==> config.mk <==
export PLATFORM = sky130hd
export DESIGN_NAME = cc_input_ctrl
export DESIGN_NICKNAME = d
export VERILOG_FILES = /design/src/rtl/cc_input_ctrl.sv
export SDC_FILE = /design/constraint.sdc
export NUM_CORES = 1
export LEC_CHECK = 0
export CORE_MARGIN = 3
export CORE_UTILIZATION = 29
export DETAILED_ROUTE_END_ITERATION = 8
export HOLD_SLACK_MARGIN = 0.02
export SLEW_MARGIN = 0
export SYNTH_ARGS = -nofsm -noshare
export SYNTH_HDL_FRONTEND = slang
export SYNTH_SLANG_ARGS = --single-unit
==> constraint.sdc <==
create_clock -name clk_sys -period 4.87 [get_ports clk_sys]
set_input_delay 0.487 -clock clk_sys [delete_from_list [all_inputs] [get_ports clk_sys]]
set_output_delay 0.487 -clock clk_sys [all_outputs]
set_load 0.01 [all_outputs]
==> src/rtl/cc_input_ctrl.sv <==
// cc_input_ctrl: input conditioning for the crazy_climber core.
// Decodes PS/2 key events, merges them with both joysticks into the
// two-stick control set, and turns start/coin requests into a timed
// coin pulse. Start stays masked until the coin has been credited.
module cc_input_ctrl #(
    parameter int             CW       = 24,
    parameter logic [CW-1:0]  COIN_LEN = 24'd1200000,
    parameter logic [CW-1:0]  COIN_GAP = 24'd1200000
) (
    input  logic        clk_sys,
    input  logic        reset,
    input  logic [10:0] ps2_key,
    input  logic [15:0] joystick_0,
    input  logic [15:0] joystick_1,
    output logic        l_up,
    output logic        l_down,
    output logic        l_left,
    output logic        l_right,
    output logic        r_up,
    output logic        r_down,
    output logic        r_left,
    output logic        r_right,
    output logic        start1,
    output logic        start2,
    output logic        coin1,
    output logic        busy
);

    typedef enum logic [1:0] {
        IDLE = 2'd0,
        COIN = 2'd1,
        GAP  = 2'd2
    } state_t;

    localparam logic [CW-1:0] LEN_LAST = COIN_LEN - CW'(1);
    localparam logic [CW-1:0] GAP_LAST = COIN_GAP - CW'(1);

    // Key event tracking
    logic old_tog;
    logic primed;
    logic key_event;

    // Keyboard latches
    logic kb_lu, kb_ld, kb_ll, kb_lr;
    logic kb_ru, kb_rd, kb_rl, kb_rr;
    logic kb_s1, kb_s2, kb_coin;

    // Merged joystick and request terms
    logic [15:0] j;
    logic        req_s1;
    logic        req_s2;
    logic        req_any;
    logic        req_q;
    logic        trig;
    logic        unused_joy;

    state_t        state;
    logic [CW-1:0] cnt;

    // The first cycle after reset only samples the toggle bit, so a toggle
    // level left over from before reset is never mistaken for a new event.
    assign key_event  = primed & (old_tog ^ ps2_key[10]);

    assign j          = joystick_0 | joystick_1;
    assign req_s1     = kb_s1 | j[8];
    assign req_s2     = kb_s2 | j[9];
    assign req_any    = req_s1 | req_s2 | kb_coin | j[10];
    assign trig       = req_any & ~req_q;
    assign unused_joy = ^j[15:11];

    // Track the PS/2 toggle bit and latch pressed/released state per key
    always_ff @(posedge clk_sys or posedge reset) begin
        if (reset) begin
            old_tog <= 1'b0;
            primed  <= 1'b0;
            kb_lu   <= 1'b0;
            kb_ld   <= 1'b0;
            kb_ll   <= 1'b0;
            kb_lr   <= 1'b0;
            kb_ru   <= 1'b0;
            kb_rd   <= 1'b0;
            kb_rl   <= 1'b0;
            kb_rr   <= 1'b0;
            kb_s1   <= 1'b0;
            kb_s2   <= 1'b0;
            kb_coin <= 1'b0;
        end else begin
            old_tog <= ps2_key[10];
            primed  <= 1'b1;
            if (key_event) begin
                case (ps2_key[7:0])
                    8'h75: kb_ru <= ps2_key[9];
                    8'h72: kb_rd <= ps2_key[9];
                    8'h6B: kb_rl <= ps2_key[9];
                    8'h74: kb_rr <= ps2_key[9];
                    8'h1D: kb_lu <= ps2_key[9];
                    8'h1C: kb_ll <= ps2_key[9];
                    8'h1B: kb_ld <= ps2_key[9];
                    8'h23: kb_lr <= ps2_key[9];
                    // F-keys share codes with extended keys, so bit 8 must be clear
                    8'h05: if (!ps2_key[8]) kb_s1   <= ps2_key[9];
                    8'h06: if (!ps2_key[8]) kb_s2   <= ps2_key[9];
                    8'h04: if (!ps2_key[8]) kb_coin <= ps2_key[9];
                    default: ;
                endcase
            end
        end
    end

    // Register the merged stick outputs; sticks are never masked
    always_ff @(posedge clk_sys or posedge reset) begin
        if (reset) begin
            l_up    <= 1'b0;
            l_down  <= 1'b0;
            l_left  <= 1'b0;
            l_right <= 1'b0;
            r_up    <= 1'b0;
            r_down  <= 1'b0;
            r_left  <= 1'b0;
            r_right <= 1'b0;
        end else begin
            l_right <= kb_lr | j[0];
            l_left  <= kb_ll | j[1];
            l_down  <= kb_ld | j[2];
            l_up    <= kb_lu | j[3];
            r_right <= kb_rr | j[4];
            r_left  <= kb_rl | j[5];
            r_down  <= kb_rd | j[6];
            r_up    <= kb_ru | j[7];
        end
    end

    // Registered copy of the combined request for rising-edge detection
    always_ff @(posedge clk_sys or posedge reset) begin
        if (reset) begin
            req_q <= 1'b0;
        end else begin
            req_q <= req_any;
        end
    end

    // Coin sequencer: pulse coin1 for COIN_LEN cycles, hold a quiet gap,
    // then let start through. Triggers outside IDLE are dropped.
    always_ff @(posedge clk_sys or posedge reset) begin
        if (reset) begin
            state  <= IDLE;
            cnt    <= '0;
            coin1  <= 1'b0;
            start1 <= 1'b0;
            start2 <= 1'b0;
            busy   <= 1'b0;
        end else begin
            case (state)
                IDLE: begin
                    cnt <= '0;
                    if (trig) begin
                        state  <= COIN;
                        coin1  <= 1'b1;
                        start1 <= 1'b0;
                        start2 <= 1'b0;
                        busy   <= 1'b1;
                    end else begin
                        coin1  <= 1'b0;
                        start1 <= req_s1;
                        start2 <= req_s2;
                        busy   <= 1'b0;
                    end
                end
                COIN: begin
                    start1 <= 1'b0;
                    start2 <= 1'b0;
                    busy   <= 1'b1;
                    if (cnt == LEN_LAST) begin
                        state <= GAP;
                        coin1 <= 1'b0;
                        cnt   <= '0;
                    end else begin
                        coin1 <= 1'b1;
                        cnt   <= cnt + CW'(1);
                    end
                end
                GAP: begin
                    coin1  <= 1'b0;
                    start1 <= 1'b0;
                    start2 <= 1'b0;
                    if (cnt == GAP_LAST) begin
                        state <= IDLE;
                        cnt   <= '0;
                        busy  <= 1'b0;
                    end else begin
                        cnt   <= cnt + CW'(1);
                        busy  <= 1'b1;
                    end
                end
                default: begin
                    state  <= IDLE;
                    cnt    <= '0;
                    coin1  <= 1'b0;
                    start1 <= 1'b0;
                    start2 <= 1'b0;
                    busy   <= 1'b0;
                end
            endcase
        end
    end

endmodule

==> impl_metrics.yaml, run 1 <==
setup_path:
  worstReg2RegEnd: "cnt[9]"
  critPathLaunch: "cnt[12]"
  reg2reg_depth: 4
  cp.required_ns: 5.02
  cpMaxStageDelayCell: "o21ai_2"
  worstSetupPathType: "register to register"
  crit_fanout: 23
  endpoint_kind: "register"
  r2r-start: "cnt[12]"
  crit_arrival_ns: 2.46
  cpPeakStageDelay_ns: 0.85
  path_cells: "nor4b_1 > nand4_1 > o21ai_2 > nor2_1"
  ff2ff_setup_slack_ns: 2.56
  cp-start-kind: "register"
global_route:
  grt_max_degree: 53
  gr-total-overflow: 0
  grt_pass1_vias: 1964
  grt_pass1_wl_um: 9508
  antenna_found_initial: 0
  track_usage_pct: 11.82
final_layout:
  reg_top3: "cnt (24), state (2)"
  regMostFlops: "cnt"
  n_fill_cell: 832
  fin_util_pct: 38.02
  mostFrequentLayoutCells: "dfrtp_1 (52), clkdlybuf4s50_1 (46), nor2_1 (23)"
  drive_gt1_share_pct: 9.655
  final_common_cell: "dfrtp_1"
  largest_reg_flops: 24
  num-nets-final: 339
  antennaDiodeCount: 0
  final_cells: 395
  syn2layout_area_growth_pct: 26.16
logic_synthesis:
  ys_ff_latch: 52
  synth-seq-area-share_pct: 52.03
  ys.flop_type: "dfrtp_1"
  synth_fp_nets: 293
  synth_edf_count: 0
  yosysWarnings: 0
  syn_inst: 243
  ys_top_cells_by_area: "dfrtp_1 (52%), mux2_2 (5.0%), xnor2_1 (3.5%)"
  synthesis.area_um2: 2501
  avgSynthCellArea_um2: 10.29
  synth_top_cell_by_area: "dfrtp_1"
  yosysUniqueCellTypes: 40
  async_flop_share_pct: 100.0
  synth_top_area_share_pct: 52.03
power_and_ir_drop:
  seq_power_share_pct: 53.8
  switching_share_pct: 26.07
  max-vdd-ir-drop_v: 0.0001068
  p_int_mw: 0.6393
  share_comb_of_total_power_pct: 16.8
  clkPwrFrac_pct: 29.5
  p_per_area_nw_per_um2: 274.0
  finalPower_mw: 0.8647
  power.leakage_nw: 1.198
  p_switching_mw: 0.2254
floorplan:
  fp.dieH_um: 98.87
  core_um2: 8299
  die_area_um2: 9775
  core.rowCount: 33
  ioPinCount: 57
  die_w_um: 98.87
  start_util_pct: 30.14
sta:
  hold_viol_final: 0
  post-route-min-period_ns: 2.315
  tightest_slew_ns: 1.076
  timing.fmax_mhz: 432.0
  finalSetupViolCount: 0
  finalCritPeriodShare_pct: 47.53
  max_slew_margin_pct: 28.13
  tns_ns: 0
  rsz0062_at_grt: "no"
  drv_slew: 0
  holdWs_ns: 0.4703
  fin_skew_ns: 0.006431
status:
  status: "complete, no violations"
min_path:
  min_path_type: "register to register"
  hold_start: "kb_ll"
  hold_path_end: "l_left"
  whs_path_depth: 1
placement:
  place.port_buffers: 46
  placed_cells: 387
  place_congestion: 0.7450
  hpwl_um: 4006
detailed_routing:
  drt_iter0_markers: 73
  viasPerCell: 4.967
  drt_wl_total_um: 5420
  ant_nets: 0
  vias: 1962
  drc: 0
  firstDrtPassIters: 4
  routedWlPerCell_um: 13.72
clock_tree:
  numCtsBuffers: 5
  holdBufCountCts: 0
  tritoncts: "done"
  cts_resized: 0
  cts.htree.levels: 2
  clk_latency_ns: 0.30
  cts_buffer_depth: 2
  root_buffer: "clkbuf_8"
  clock_sinks: 52
  postCtsSetupBuffers: 0
  cts.reportedPaths.clkPinSlew_ns: 0.09
flow_run:
  max-cap-violations: 0
-- metrics by stage --
| step | setup WS (ns) | area [um2] |
|---|---|---|
| 5_1_grt | 2.262 | 3156 |
| 6_report | 2.555 | 3156 |
| 2_1_floorplan | 2.835 | 2501 |
| 3_5_place_dp | 2.486 | 3062 |
| 4_1_cts | 2.541 | 3156 |
| 3_3_place_gp | 2.513 | 3062 |
-- worst max-delay path: cells and delay by family (launching register included) --
kind               cells  cell delay, ns
AOI/OAI and AO/OA      1            0.85
DFF                    1            0.43
and+or+nand+nor        3            0.89
-- worst max-delay path by stage --
stage	slack [ns]	endpoint	cells past startpoint
detailed placement	2.49	kb_rd	5
CTS	2.54	cnt[14]	4
global placement	2.51	kb_rd	5
global route	2.26	cnt[14]	4
finish	2.56	cnt[9]	4
floorplan	2.84	cnt[22]	6
-- area by class of cell --
class,instances,area [um2],share of cell area (%)
multi-input combinational,175,1135,35.96
clock inverter,1,7.507,0.2379
timing repair buffer,46,460.4,14.59
sequential,52,1301,41.24
tap,105,131.4,4.163
clock buffer,7,86.33,2.736
inverter,9,33.78,1.071
-- per-layer routing --
layer,up-vias,wire [um],GRT usage [%]
li1,968,-,-
met1,973,2464,15.35
met2,15,2795,20.40
met3,6,88,1.699
met4,0,72,3.466
met5,-,0,0
-- Yosys cell counts, types with 2 or more instances --
library cell,n
clkbuf_1,5
mux2_2,11
o21ai_0,6
dfrtp_1,52
or2_2,4
a21oi_1,10
a31oi_1,4
nor4b_1,3
a211oi_1,2
and2_1,2
nor4_1,6
xor2_1,3
nand4b_1,2
o31ai_1,6
xnor2_1,10
or3_1,12
ha_1,5
or4_1,7
nor3_1,11
nand3_1,11
nand4_1,7
nor2_1,23
and3_1,4
nand2_1,13
inv_1,9
-- power by group through the flow --
stage | sequential (mW) | clock (mW) | combinational [mW]
after floorplan | 0.478 | 0 | 0.0714
after global placement | 0.473 | 0 | 0.145
after detailed placement | 0.474 | 0 | 0.147
after CTS | 0.465 | 0.265 | 0.148
after global routing | 0.468 | 0.283 | 0.164
final | 0.465 | 0.255 | 0.145
-- cells by family after synthesis --
kind of cell	Yosys count	synth area share (%)
compound gates	31	7.403
xor+xnor	13	4.552
buf+inv	16	2.751
other cells	1	0.1499
simple gates	114	25.66
mux	11	4.953
fa+ha+maj	5	2.501
flops	52	52.03
Note: power is estimated with default switching activity, not from simulation.
==> inputs of run 2 (changes only) <==
==> constraint.sdc (replaced) <==
create_clock -name clk_sys -period 2.31 [get_ports clk_sys]
set_input_delay 0.231 -clock clk_sys [delete_from_list [all_inputs] [get_ports clk_sys]]
set_output_delay 0.231 -clock clk_sys [all_outputs]
set_load 0.01 [all_outputs]
==> run 2 against run 1 <==
Compared with the run above:
- non-clock buffer count rose by 6
- largest cell class unchanged
- critical path type unchanged
- largest power group unchanged
- first-iteration DRC count rose by 71%
- via count rose by 0.87%
- register-to-register slack got worse by 2.3 ns
==> impl_metrics.yaml, run 2 (synthesized netlist as in run 1, its figures left out) <==
final_layout:
  num-nets-final: 345
  regMostFlops: "cnt"
  mostFrequentLayoutCells: "dfrtp_1 (52), clkdlybuf4s50_1 (46), nor2_1 (23)"
  drive_gt1_share_pct: 11.82
  syn2layout_area_growth_pct: 27.86
  reg_top3: "cnt (24), state (2)"
  fin_util_pct: 38.53
  final_common_cell: "dfrtp_1"
  n_fill_cell: 829
  largest_reg_flops: 24
  antennaDiodeCount: 0
detailed_routing:
  drt_wl_total_um: 5383
  routedWlPerCell_um: 13.42
  ant_nets: 0
  viasPerCell: 4.935
  vias: 1979
  drt_iter0_markers: 125
  drc: 0
  firstDrtPassIters: 4
setup_path:
  cp-start-kind: "register"
  r2r-start: "cnt[0]"
  crit_arrival_ns: 2.33
  worstReg2RegEnd: "cnt[22]"
  worstSetupPathType: "register to register"
  crit_fanout: 9
  cp.required_ns: 2.55
  reg2reg_depth: 5
  endpoint_kind: "register"
  ff2ff_setup_slack_ns: 0.22
sta:
  post-route-min-period_ns: 2.091
  max_slew_margin_pct: 65.10
  finalSetupViolCount: 0
  finalCritPeriodShare_pct: 90.52
  timing.fmax_mhz: 478.2
  holdWs_ns: 0.2232
  tightest_slew_ns: 0.5162
  fin_skew_ns: 0.007307
  drv_slew: 0
  hold_viol_final: 0
  rsz0062_at_grt: "no"
  tns_ns: 0
power_and_ir_drop:
  p_int_mw: 1.329
  power.leakage_nw: 1.232
  p_switching_mw: 0.4920
  max-vdd-ir-drop_v: 0.0002525
  clkPwrFrac_pct: 29.1
  share_comb_of_total_power_pct: 17.2
  switching_share_pct: 27.03
  finalPower_mw: 1.821
  p_per_area_nw_per_um2: 569.3
  seq_power_share_pct: 53.8
floorplan:
  die_w_um: 98.87
  ioPinCount: 57
  fp.dieH_um: 98.87
  die_area_um2: 9775
  core.rowCount: 33
  start_util_pct: 30.14
  core_um2: 8299
global_route:
  grt_max_degree: 24
  gr-total-overflow: 0
  track_usage_pct: 11.70
  antenna_found_initial: 0
  grt_pass1_wl_um: 9439
  grt_pass1_vias: 1941
placement:
  place_congestion: 0.7641
  hpwl_um: 4151
  place.port_buffers: 46
clock_tree:
  cts.htree.levels: 2
  numCtsBuffers: 5
  cts_buffer_depth: 2
  postCtsSetupBuffers: 0
  clock_sinks: 52
  holdBufCountCts: 0
  clk_latency_ns: 0.31
  root_buffer: "clkbuf_8"
  cts.reportedPaths.clkPinSlew_ns: 0.10
  tritoncts: "done"
min_path:
  min_path_type: "primary input to asynchronous set/reset pin"
status:
  status: "complete, no violations"
flow_run:
  max-cap-violations: 0
==> run 2: cell count changes in the layout (fill, tap and decap cells not counted) <==
cell | previous run | this run
buf_4 | 0 | 6
clkbuf_1 | 1 | 0
clkbuf_8 | 6 | 5
clkinv_2 | 0 | 1
clkinv_4 | 0 | 1
clkinvlp_4 | 1 | 0
inv_6 | 0 | 1
o21ai_1 | 0 | 1
o21ai_2 | 1 | 0
or4_1 | 7 | 6
or4_4 | 0 | 1
==> run 2: worst max path at each step <==
stage / cells after the start / endpoint / slack (ns) / startpoint
after CTS: 5 / cnt[22] / 0.10 / cnt[0]
after global routing: 5 / cnt[22] / 0.09 / cnt[0]
after global placement: 5 / cnt[22] / 0.15 / cnt[0]
after detailed placement: 5 / cnt[22] / 0.12 / cnt[0]
after floorplan: 6 / cnt[22] / 0.28 / cnt[0]
final: 5 / cnt[22] / 0.22 / cnt[0]
==> run 2: repair_timing <==
action | 4_1_cts | 5_1_grt
endpoints found under the hold margin | 0 | 0
resized for setup | 0 | 1
setup endpoints to repair | 0 | 2
==> run 2: per-stage QoR <==
| stage | area [um2] | cells | worst slack (ns) |
|---|---|---|---|
| floorplan | 2501 | 243 | 0.2753 |
| global placement | 3103 | 393 | 0.1522 |
| detailed placement | 3103 | 393 | 0.1206 |
| CTS | 3194 | 401 | 0.1030 |
| global route | 3198 | 401 | 0.08614 |
| finish | 3198 | 401 | 0.2189 |
==> run 2: cell type report <==
| type | count | area, um2 | share of cell area, % |
|---|---|---|---|
| inverters | 9 | 33.78 | 1.056 |
| clock inverters | 3 | 22.52 | 0.7042 |
| clock buffers | 5 | 68.82 | 2.152 |
| multi-input cells | 175 | 1135 | 35.49 |
| well taps | 105 | 131.4 | 4.108 |
| flip-flops and latches | 52 | 1301 | 40.69 |
| repair buffers | 52 | 505.5 | 15.81 |
==> run 2: power by group through the flow <==
| stage | Combinational (mW) | Clock (mW) | Sequential, mW |
|---|---|---|---|
| after floorplan | 0.150 | 0 | 1.01 |
| after global placement | 0.314 | 0 | 0.997 |
| after detailed placement | 0.321 | 0 | 0.998 |
| after CTS | 0.320 | 0.553 | 0.980 |
| after global routing | 0.348 | 0.594 | 0.988 |
| final | 0.313 | 0.529 | 0.979 |
==> run 2: critical path, cell delays in order (launching register included) <==
cell	delay, ns
dfrtp_1	0.39
ha_1	0.26
nand3_4	0.09
or4_4	0.60
or4_1	0.52
a21oi_1	0.16
==> run 2: metal layers <==
| metal | track usage [%] | up-vias | wire length (um) |
|---|---|---|---|
| li1 | - | 980 | - |
| met1 | 15.69 | 970 | 2450 |
| met2 | 19.06 | 23 | 2712 |
| met3 | 1.769 | 6 | 118 |
| met4 | 4.412 | 0 | 102 |
| met5 | 0 | - | 0 |
